[config.mk]
export PLATFORM = sky130hd
export DESIGN_NAME = wave_capture_trig_flat
export DESIGN_NICKNAME = d
export VERILOG_FILES = /design/src/rtl/wave_capture_trig_if.sv /design/src/rtl/wave_capture_trig.sv /design/src/flat_wrapper.sv
export SDC_FILE = /design/constraint.sdc
export NUM_CORES = 1
export LEC_CHECK = 0
export CAP_MARGIN = 20
export CORE_ASPECT_RATIO = 0.5
export CORE_MARGIN = 2
export CORE_UTILIZATION = 57
export DETAILED_ROUTE_END_ITERATION = 12
export PLACE_DENSITY = 0.92
export SYNTH_ARGS = -nofsm -noshare
export SYNTH_HDL_FRONTEND = slang
export SYNTH_SLANG_ARGS = --single-unit
export TNS_END_PERCENT = 100
[constraint.sdc]
create_clock -name clk -period 7 [get_ports clk]
set_input_delay 1.4 -clock clk [delete_from_list [all_inputs] [get_ports clk]]
set_output_delay 1.4 -clock clk [all_outputs]
set_load 0.03 [all_outputs]
[src/rtl/wave_capture_trig_if.sv]
// Sample stream in, display RAM write port out, for the triggered waveform capture.
interface wave_capture_trig_if #(
  parameter int SAMPLE_W   = 16,
  parameter int DISP_W     = 8,
  parameter int DEPTH_LOG2 = 8
);
  logic                  new_sample_ready;
  logic [SAMPLE_W-1:0]   new_sample_in;
  logic                  wave_display_idle;
  logic [DEPTH_LOG2:0]   write_address;
  logic                  write_enable;
  logic [DISP_W-1:0]     write_sample;
  logic                  read_index;

  modport master (
    output new_sample_ready, new_sample_in, wave_display_idle,
    input  write_address, write_enable, write_sample, read_index
  );

  modport slave (
    input  new_sample_ready, new_sample_in, wave_display_idle,
    output write_address, write_enable, write_sample, read_index
  );
endinterface

[src/rtl/wave_capture_trig.sv]
// Triggered waveform capture into a double-buffered display RAM: level/edge trigger,
// auto-trigger timeout, decimation and frame status.
//
//   state     | meaning
//   ----------+--------------------------------------------------------------
//   ST_ARMED  | looking for a trigger edge or auto timeout; index held at 0
//   ST_ACTIVE | writing every decim_r-th sample into the back half
//   ST_WAIT   | frame complete, waiting for the display to go idle to swap
module wave_capture_trig #(
  parameter int SAMPLE_W   = 16,
  parameter int DISP_W     = 8,
  parameter int DEPTH_LOG2 = 8,
  parameter int TIMEOUT_W  = 12
) (
  input  logic                        clk,
  input  logic                        reset_n,
  wave_capture_trig_if.slave          bus,
  input  logic signed [SAMPLE_W-1:0]  trig_level,
  input  logic                        trig_falling,
  input  logic                        auto_en,
  input  logic [TIMEOUT_W-1:0]        auto_timeout,
  input  logic [3:0]                  decim,
  output logic                        frame_done,
  output logic                        frame_auto
);
  localparam logic [1:0] ST_ARMED  = 2'd0;
  localparam logic [1:0] ST_ACTIVE = 2'd1;
  localparam logic [1:0] ST_WAIT   = 2'd2;

  localparam logic [DEPTH_LOG2-1:0] LAST_INDEX = '1;
  localparam logic [DISP_W-1:0]     MSB_FLIP   = DISP_W'(1) << (DISP_W - 1);

  logic [1:0]                  state;
  logic [DEPTH_LOG2-1:0]       index;
  logic signed [SAMPLE_W-1:0]  prev_sample;
  logic signed [SAMPLE_W-1:0]  sample;
  logic                        prev_valid;
  logic [3:0]                  decim_cnt;
  logic [3:0]                  decim_r;
  logic [3:0]                  decim_eff;
  logic [TIMEOUT_W-1:0]        tmo_cnt;
  logic                        read_index_r;
  logic                        frame_auto_pending;
  logic                        armed_sample;
  logic                        edge_hit;
  logic                        auto_hit;
  logic                        trigger;
  logic                        decim_wrap;
  logic                        active_write;
  logic [DEPTH_LOG2-1:0]       index_w;
  logic [DISP_W-1:0]           sample_top;

  assign sample       = $signed(bus.new_sample_in);
  assign armed_sample = (state == ST_ARMED) && bus.new_sample_ready;
  assign decim_eff    = (decim == 4'd0) ? 4'd1 : decim;

  always_comb begin
    edge_hit = 1'b0;
    if (armed_sample && prev_valid) begin
      if (trig_falling)
        edge_hit = (prev_sample >= trig_level) && (sample < trig_level);
      else
        edge_hit = (prev_sample < trig_level) && (sample >= trig_level);
    end
  end

  // Auto is not gated by prev_valid, so reset must block it from writing.
  assign auto_hit     = armed_sample && auto_en && (auto_timeout != '0) &&
                        (tmo_cnt == auto_timeout - TIMEOUT_W'(1));
  assign trigger      = reset_n && (edge_hit || auto_hit);
  assign decim_wrap   = (decim_cnt == decim_r - 4'd1);
  assign active_write = (state == ST_ACTIVE) && bus.new_sample_ready && decim_wrap;

  assign index_w           = trigger ? '0 : index;
  assign sample_top        = bus.new_sample_in[SAMPLE_W-1 -: DISP_W];
  assign bus.write_enable  = trigger || active_write;
  assign bus.write_address = {~read_index_r, index_w};
  assign bus.write_sample  = sample_top ^ MSB_FLIP;
  assign bus.read_index    = read_index_r;

  always_ff @(posedge clk or negedge reset_n) begin
    if (!reset_n) begin
      state              <= ST_ARMED;
      index              <= '0;
      prev_sample        <= '0;
      prev_valid         <= 1'b0;
      decim_cnt          <= '0;
      decim_r            <= 4'd1;
      tmo_cnt            <= '0;
      read_index_r       <= 1'b0;
      frame_auto_pending <= 1'b0;
      frame_done         <= 1'b0;
      frame_auto         <= 1'b0;
    end else begin
      frame_done <= 1'b0;
      if (bus.new_sample_ready) begin
        prev_sample <= sample;
        prev_valid  <= 1'b1;
      end
      case (state)
        ST_ARMED: begin
          index <= '0;
          if (trigger) begin
            index              <= DEPTH_LOG2'(1);
            decim_cnt          <= '0;
            decim_r            <= decim_eff;
            frame_auto_pending <= auto_hit && !edge_hit;
            state              <= ST_ACTIVE;
          end else if (bus.new_sample_ready) begin
            tmo_cnt <= tmo_cnt + TIMEOUT_W'(1);
          end
        end
        ST_ACTIVE: begin
          if (bus.new_sample_ready) begin
            decim_cnt <= decim_wrap ? 4'd0 : decim_cnt + 4'd1;
            if (decim_wrap) begin
              index <= index + DEPTH_LOG2'(1);
              if (index == LAST_INDEX) begin
                state      <= ST_WAIT;
                frame_done <= 1'b1;
                frame_auto <= frame_auto_pending;
              end
            end
          end
        end
        ST_WAIT: begin
          index <= '0;
          if (bus.wave_display_idle) begin
            read_index_r <= ~read_index_r;
            tmo_cnt      <= '0;
            state        <= ST_ARMED;
          end
        end
        default: state <= ST_ARMED;
      endcase
    end
  end
endmodule
[src/flat_wrapper.sv]
// flat-port wrapper written by rule: the top's interface ports become plain ports
module wave_capture_trig_flat 
#(
  parameter int SAMPLE_W   = 16,
  parameter int DISP_W     = 8,
  parameter int DEPTH_LOG2 = 8,
  parameter int TIMEOUT_W  = 12
)
  (clk, reset_n, trig_level, trig_falling, auto_en, auto_timeout, decim, frame_done, frame_auto, bus_new_sample_ready, bus_new_sample_in, bus_wave_display_idle, bus_write_address, bus_write_enable, bus_write_sample, bus_read_index);
  wave_capture_trig_if #(.SAMPLE_W(SAMPLE_W), .DISP_W(DISP_W), .DEPTH_LOG2(DEPTH_LOG2)) bus_i ();
  input  logic clk;
  input  logic reset_n;
  input  logic signed [SAMPLE_W-1:0] trig_level;
  input  logic trig_falling;
  input  logic auto_en;
  input  logic [TIMEOUT_W-1:0] auto_timeout;
  input  logic [3:0] decim;
  output logic frame_done;
  output logic frame_auto;
  input wire logic [$bits(bus_i.new_sample_ready)-1:0] bus_new_sample_ready;
  input wire logic [$bits(bus_i.new_sample_in)-1:0] bus_new_sample_in;
  input wire logic [$bits(bus_i.wave_display_idle)-1:0] bus_wave_display_idle;
  output wire logic [$bits(bus_i.write_address)-1:0] bus_write_address;
  output wire logic [$bits(bus_i.write_enable)-1:0] bus_write_enable;
  output wire logic [$bits(bus_i.write_sample)-1:0] bus_write_sample;
  output wire logic [$bits(bus_i.read_index)-1:0] bus_read_index;
  assign bus_i.new_sample_ready = bus_new_sample_ready;
  assign bus_i.new_sample_in = bus_new_sample_in;
  assign bus_i.wave_display_idle = bus_wave_display_idle;
  assign bus_write_address = bus_i.write_address;
  assign bus_write_enable = bus_i.write_enable;
  assign bus_write_sample = bus_i.write_sample;
  assign bus_read_index = bus_i.read_index;
  wave_capture_trig #(.SAMPLE_W(SAMPLE_W), .DISP_W(DISP_W), .DEPTH_LOG2(DEPTH_LOG2), .TIMEOUT_W(TIMEOUT_W)) u_core (.clk(clk), .reset_n(reset_n), .bus(bus_i), .trig_level(trig_level), .trig_falling(trig_falling), .auto_en(auto_en), .auto_timeout(auto_timeout), .decim(decim), .frame_done(frame_done), .frame_auto(frame_auto));
endmodule
==> qor.csv, run 1 <==
metric,value,unit
Final min period,6.21,ns
hold path startpoint,u_core.bus.read_index$_DFFE_PN0P_,
Initial Utilization,59.2,%
Worst Setup Slack post-DPL,0.807,ns
power dissipated by switching net loads,434,µW
number of unique standard cell types used by synthesis,64,
Area contributors post-synth,"sky130_fd_sc_hd__dfrtp_1 32%, sky130_fd_sc_hd__ha_1 13%, sky130_fd_sc_hd__mux2_2 5.1%",
critical path arrival,4.81,ns
Core Area,0.00670,mm²
Fmax achieved,161,MHz
full die area,0.00768,mm²
post-cts repair resize count,0,
"reg-to-reg slack, setup",3.79,ns
number of pins with negative max-slew slack in the final report,0,
largest voltage drop on the vdd net,0.115,mV
Most used DFF post-synth,sky130_fd_sc_hd__dfrtp_1,
number of synthesized register bits,51,
fraction of registers with async set/reset,100,%
post-detail-place hpwl,7100,µm
setup total negative slack,0,ns
worst reg2reg path endpoint,u_core.tmo_cnt[0]$_DFFE_PN0P_,
unrepaired setup endpoints after global routing,no,
final core area utilization,72.7,%
I/O pin total,75,
cell area after synthesis,0.00397,mm²
P_int,707,µW
Commonest cells post-synth,"50 x sky130_fd_sc_hd__dfrtp_1, 42 x sky130_fd_sc_hd__ha_1, 32 x sky130_fd_sc_hd__inv_1",
destination of the worst hold path,u_core.bus.read_index$_DFFE_PN0P_,
number of standard cells after synthesis,431,
number of buffers inserted to repair setup after CTS,0,
leakage dissipation,0.00216,µW
Fill cells,482,
dominant cell type by area after synthesis,sky130_fd_sc_hd__dfrtp_1,
largest driver fanout on the critical path,15,
area taken by multi-input logic gates,0.00244,mm²
antenna violations before repair,0,
CTS max path bufs,2,
CP startpoint kind,primary input,
combinational group share of total power,42.4,%
Final Setup Violations,0,
clock latency at the later pin of the worst-skew pair,0.29,ns
cell with the most instances after synthesis,sky130_fd_sc_hd__dfrtp_1,
proportion of layout cells with a drive suffix above 1,10.1,%
clock buffer count from CTS,5,
average size of a mapped cell,9.20,µm²
setup slack of the critical path after layout,0.789,ns
endpoints failing hold,0,
type of destination of the critical path,output pin,
net total in the final layout,590,
R2R Path Start,u_core.prev_sample[15]$_DFFE_PN0P_,
H-tree depth,2,
Die Span X,122,µm
worst setup path category,primary input to output pin,
height of the chip,63.0,µm
gpl congestion,0.818,
DR DRC count,0,
Sequential cell area,0.00128,mm²
Hold Path Cell Cnt,1,
number of input and output port buffers inserted,74,
synthesis-to-layout area growth,22.9,%
total routed wirelength,9370,µm
worst slew pin tran,0.875,ns
worst hold path type,flop to flop,
total power,1140,µW
Root Buffer,sky130_fd_sc_hd__clkbuf_16,
count of maximum capacitance violations,0,
worst-case reg-to-reg path depth,10,
worst slew margin relative to its limit,41.5,%
power per cell area,234,mW/mm²
via count,3424,
syn nets,527,
result of the run,"complete, no violations",
per-cell via count in the routed design,5.83,
pin count of the biggest net entering global routing,52,
CTS sink cnt,51,
clock tree from TritonCTS,done,
clk_skew,0.00509,ns
Synth Warn #,0,
worst endpoint required time,5.60,ns
hold bufs inserted after CTS,0,
overall routing resource usage,25.5,%
global route total overflow,0,
final critical-path share of the clock period,88.7,%
number of DRC violations after detailed-routing iteration 0,197,
proportion of synthesized chip area in sequential cells,32.2,%
Ant. Diodes,0,
detailed-route wire length per cell,16.0,µm
number of enable flip-flop cells after synthesis,0,
relative contribution of sequential cells to total power,35.3,%
Sw Ratio,38.1,%
number of placement rows,21,
vias in the first global route,3436,
clock power share,22.2,%
number of iterations in the first detailed-routing pass,4,
register clock-pin slew on the reported worst setup and hold paths,0.06,ns
remaining number of nets flagged by the antenna check after routing,0,
wire length of the first global-routing pass,15600,µm
area share of the leading cell type in the synthesized netlist,31.6,%
flip-flops by register name, summed over array words and instances, names as in the netlist, 2 cells and up:
register            cells
u_core.decim_cnt        4
u_core.decim_r          4
u_core.index            8
u_core.prev_sample     16
u_core.state            2
u_core.tmo_cnt         12
kinds of logic after synthesis:
kind of cell / synth area share [%]
AND/OR/NAND/NOR: 19.0
AO/OA/AOI/OAI: 16.2
buffers and inverters: 6.22
flip-flops: 32.2
adder cells (fa/ha/maj): 13.3
multiplexers: 8.96
XOR/XNOR: 4.20
cell usage in the layout, fill, tap and decap left out, types with 2 or more instances in the layout:
cell type                          n
sky130_fd_sc_hd__nor3_1            8
sky130_fd_sc_hd__o21ai_0          19
sky130_fd_sc_hd__a31oi_1          11
sky130_fd_sc_hd__or2_2             4
sky130_fd_sc_hd__mux2_4            4
sky130_fd_sc_hd__and3_1           16
sky130_fd_sc_hd__a21oi_1          13
sky130_fd_sc_hd__o21ai_1          10
sky130_fd_sc_hd__mux2_1            2
sky130_fd_sc_hd__nand3b_1          2
sky130_fd_sc_hd__mux2_2           18
sky130_fd_sc_hd__nand2_1          31
sky130_fd_sc_hd__nand3_1           9
sky130_fd_sc_hd__o2bb2ai_1         2
sky130_fd_sc_hd__clkbuf_16         5
sky130_fd_sc_hd__o41ai_1          11
sky130_fd_sc_hd__nand4_1          11
sky130_fd_sc_hd__mux2i_1           7
sky130_fd_sc_hd__a211o_1           2
sky130_fd_sc_hd__nand2b_1          5
sky130_fd_sc_hd__buf_4             3
sky130_fd_sc_hd__clkdlybuf4s50_1  73
sky130_fd_sc_hd__o211ai_1          2
sky130_fd_sc_hd__o31ai_1           4
sky130_fd_sc_hd__nor4_1            6
sky130_fd_sc_hd__ha_1             42
sky130_fd_sc_hd__xor2_1            5
sky130_fd_sc_hd__or3_1             3
sky130_fd_sc_hd__xnor2_1          14
sky130_fd_sc_hd__o21a_1            3
sky130_fd_sc_hd__and2_1            2
sky130_fd_sc_hd__inv_1            32
sky130_fd_sc_hd__a21o_1            3
sky130_fd_sc_hd__dfrtp_1          50
sky130_fd_sc_hd__nor2b_1           6
sky130_fd_sc_hd__nor2_1           26
through the flow:
step | instance area (µm²) | hold WS, ns | cells
5_1_grt | 4870 | 0.525 | 587
2_1_floorplan | 3970 | 0.458 | 431
6_report | 4870 | 0.491 | 587
3_5_place_dp | 4720 | 0.484 | 579
4_1_cts | 4870 | 0.495 | 587
3_3_place_gp | 4720 | 0.476 | 579
critical path: stages:
cell	delay (ns)
sky130_fd_sc_hd__clkdlybuf4s50_1	0.45
sky130_fd_sc_hd__inv_1	0.10
sky130_fd_sc_hd__ha_1	0.18
sky130_fd_sc_hd__or3b_1	0.43
sky130_fd_sc_hd__nor4_1	0.44
sky130_fd_sc_hd__a211oi_1	0.14
sky130_fd_sc_hd__o31ai_1	0.37
sky130_fd_sc_hd__nand4_4	0.23
sky130_fd_sc_hd__inv_4	0.22
sky130_fd_sc_hd__nor2_4	0.09
sky130_fd_sc_hd__nand2_1	0.09
sky130_fd_sc_hd__clkdlybuf4s50_1	0.67
metal layers:
layer  global-route usage, %  wire (µm)
met1                    30.7       4030
met2                    44.9       4680
met3                    4.74        386
met4                    10.8        271
met5                       0          0
how the worst max path moves through the flow:
stage | from | endpoint | cells after the start
floorplan | trig_level[15] | bus_write_enable | 10
global placement | auto_timeout[0] | bus_write_enable | 12
detailed placement | auto_timeout[0] | bus_write_enable | 12
CTS | auto_timeout[0] | bus_write_enable | 12
global route | auto_timeout[0] | bus_write_enable | 12
finish | auto_timeout[0] | bus_write_enable | 12
power by group through the flow:
| stage | registers, µW | logic (µW) | clock network [µW] |
|---|---|---|---|
| global placement | 404 | 460 | 0 |
| finish | 403 | 484 | 254 |
| floorplan | 387 | 365 | 0 |
| detailed placement | 406 | 481 | 0 |
| global route | 411 | 537 | 269 |
| CTS | 402 | 485 | 258 |
final cells by class:
type                            count  area share, %
Clock inverter                      2          0.334
Tap cell                           92           2.36
Multi-Input combinational cell    326           50.1
Clock buffer                        6           2.85
Sequential cell                    51           26.2
Inverter                           33           2.59
Timing Repair Buffer               77           15.6
Note: power is estimated with default switching activity, not from simulation.
==> run 2, diff against run 1 <==
--- a/config.mk
+++ b/config.mk
@@ -7,7 +7,7 @@
 export LEC_CHECK = 0
 export CAP_MARGIN = 20
 export CORE_ASPECT_RATIO = 0.5
-export CORE_MARGIN = 2
+export CORE_MARGIN = 3
 export CORE_UTILIZATION = 57
 export DETAILED_ROUTE_END_ITERATION = 12
 export PLACE_DENSITY = 0.92
==> qor.csv, run 2 (same netlist as run 1, synthesis figures left out) <==
metric,value,unit
detailed-route wire length per cell,16.2,µm
largest voltage drop on the vdd net,0.147,mV
height of the chip,65.0,µm
worst slew pin tran,0.851,ns
Sequential cell area,0.00128,mm²
gpl congestion,0.902,
net total in the final layout,590,
global route total overflow,0,
post-detail-place hpwl,7110,µm
result of the run,"complete, no violations",
leakage dissipation,0.00216,µW
CTS max path bufs,2,
type of destination of the critical path,output pin,
setup total negative slack,0,ns
I/O pin total,75,
pin count of the biggest net entering global routing,52,
endpoints failing hold,0,
clock power share,21.3,%
CTS sink cnt,51,
post-cts repair resize count,0,
per-cell via count in the routed design,5.93,
power dissipated by switching net loads,430,µW
worst slew margin relative to its limit,43.1,%
remaining number of nets flagged by the antenna check after routing,0,
Sw Ratio,38.3,%
Fmax achieved,158,MHz
number of pins with negative max-slew slack in the final report,0,
wire length of the first global-routing pass,15600,µm
Ant. Diodes,0,
Final min period,6.32,ns
"commonest non-fill, non-tap cells in the layout","73 x sky130_fd_sc_hd__clkdlybuf4s50_1, 50 x sky130_fd_sc_hd__dfrtp_1, 42 x sky130_fd_sc_hd__ha_1",
max FFs per register,16,
vias in the first global route,3389,
Core Area,0.00638,mm²
final cell count without fillers,583,
full die area,0.00805,mm²
antenna violations before repair,0,
unrepaired setup endpoints after global routing,no,
Initial Utilization,62.1,%
Biggest register,u_core.prev_sample,
combinational group share of total power,43.0,%
Fill cells,435,
worst setup path category,primary input to output pin,
biggest regs,"u_core.prev_sample x16, u_core.tmo_cnt x12, u_core.index x8",
number of iterations in the first detailed-routing pass,5,
clock latency at the later pin of the worst-skew pair,0.30,ns
register clock-pin slew on the reported worst setup and hold paths,0.07,ns
clock buffer count from CTS,5,
CP startpoint kind,primary input,
number of placement rows,20,
number of input and output port buffers inserted,74,
relative contribution of sequential cells to total power,35.7,%
overall routing resource usage,24.5,%
power per cell area,232,mW/mm²
H-tree depth,2,
area taken by multi-input logic gates,0.00244,mm²
worst hold path type,flop to flop,
Root Buffer,sky130_fd_sc_hd__clkbuf_16,
total routed wirelength,9420,µm
synthesis-to-layout area growth,22.4,%
Final Setup Violations,0,
proportion of layout cells with a drive suffix above 1,10.1,%
placed cells,575,
number of buffers inserted to repair setup after CTS,0,
"most common cell after layout, fill and taps aside",sky130_fd_sc_hd__clkdlybuf4s50_1,
critical path arrival,4.92,ns
Die Span X,124,µm
clock tree from TritonCTS,done,
P_int,694,µW
final critical-path share of the clock period,90.2,%
clk_skew,0.00301,ns
via count,3460,
count of maximum capacitance violations,0,
number of DRC violations after detailed-routing iteration 0,223,
DR DRC count,0,
largest driver fanout on the critical path,15,
hold bufs inserted after CTS,0,
worst endpoint required time,5.60,ns
run 2: cell types whose count changed in the layout (fill, tap and decap cells not counted), sizes merged:
cell / previous run / this run
clkinvlp: 1 / 0
clkbuf: 6 / 5
clkinv: 1 / 3
run 2: area by class of cell:
cell class,instances,share of cell area (%)
multi-input combinational,326,50.3
sequential,51,26.3
timing repair buffer,77,15.6
inverter,33,2.60
clock buffer,5,2.58
tap,88,2.27
clock inverter,3,0.309
run 2: layer usage:
| layer | up-vias | global-route usage (%) | share of wire [%] |
|---|---|---|---|
| met1 | 1654 | 31.8 | 44 |
| met4 | 0 | 6.82 | 1.5 |
| met5 | - | 0 | 0 |
| met2 | 100 | 41.8 | 48 |
| met3 | 14 | 4.62 | 5.5 |
| li1 | 1692 | - | - |
run 2: final timing paths:
kind / from / endpoint / slack [ns] / cells past startpoint
min in group asynchronous: reset_n / u_core.tmo_cnt[0]$_DFFE_PN0P_ / 1.26 / 2
hold reg to reg: u_core.bus.read_index$_DFFE_PN0P_ / u_core.bus.read_index$_DFFE_PN0P_ / 0.49 / 1
setup / recovery: auto_timeout[0] / bus_write_enable / 0.68 / 12
setup reg to reg: u_core.prev_sample[15]$_DFFE_PN0P_ / u_core.tmo_cnt[1]$_DFFE_PN0P_ / 3.58 / 10
max in group asynchronous: reset_n / u_core.prev_sample[14]$_DFFE_PN0P_ / 5.29 / 2
hold / removal: u_core.bus.read_index$_DFFE_PN0P_ / u_core.bus.read_index$_DFFE_PN0P_ / 0.49 / 1
run 2: power by group through the flow:
| stage | combinational (µW) | clock, µW | sequential [µW] |
|---|---|---|---|
| 3_3_place_gp | 463 | 0 | 402 |
| 6_report | 484 | 239 | 402 |
| 5_1_grt | 539 | 256 | 409 |
| 3_5_place_dp | 479 | 0 | 405 |
| 2_1_floorplan | 365 | 0 | 387 |
| 4_1_cts | 484 | 245 | 400 |
run 2: critical path, cell delays in order:
cell	delay, ns
sky130_fd_sc_hd__clkdlybuf4s50_1	0.46
sky130_fd_sc_hd__inv_1	0.10
sky130_fd_sc_hd__ha_1	0.19
sky130_fd_sc_hd__or3b_1	0.44
sky130_fd_sc_hd__nor4_1	0.48
sky130_fd_sc_hd__a211oi_1	0.17
sky130_fd_sc_hd__o31ai_1	0.38
sky130_fd_sc_hd__nand4_4	0.24
sky130_fd_sc_hd__inv_4	0.23
sky130_fd_sc_hd__nor2_4	0.09
sky130_fd_sc_hd__nand2_1	0.07
sky130_fd_sc_hd__clkdlybuf4s50_1	0.67
run 2: metrics by stage:
stage | setup WS, ns | hold slack, ns | instance area [µm²] | power, µW | util, %
after floorplan | 2.04 | 0.458 | 3970 | 752 | -
after global placement | 0.906 | 0.475 | 4710 | 865 | 73.9
after detailed placement | 0.797 | 0.486 | 4710 | 884 | 73.9
after CTS | 0.697 | 0.496 | 4850 | 1130 | 76.1
after global routing | 0.484 | 0.525 | 4850 | 1200 | 76.1
final | 0.684 | 0.491 | 4850 | 1120 | 76.1
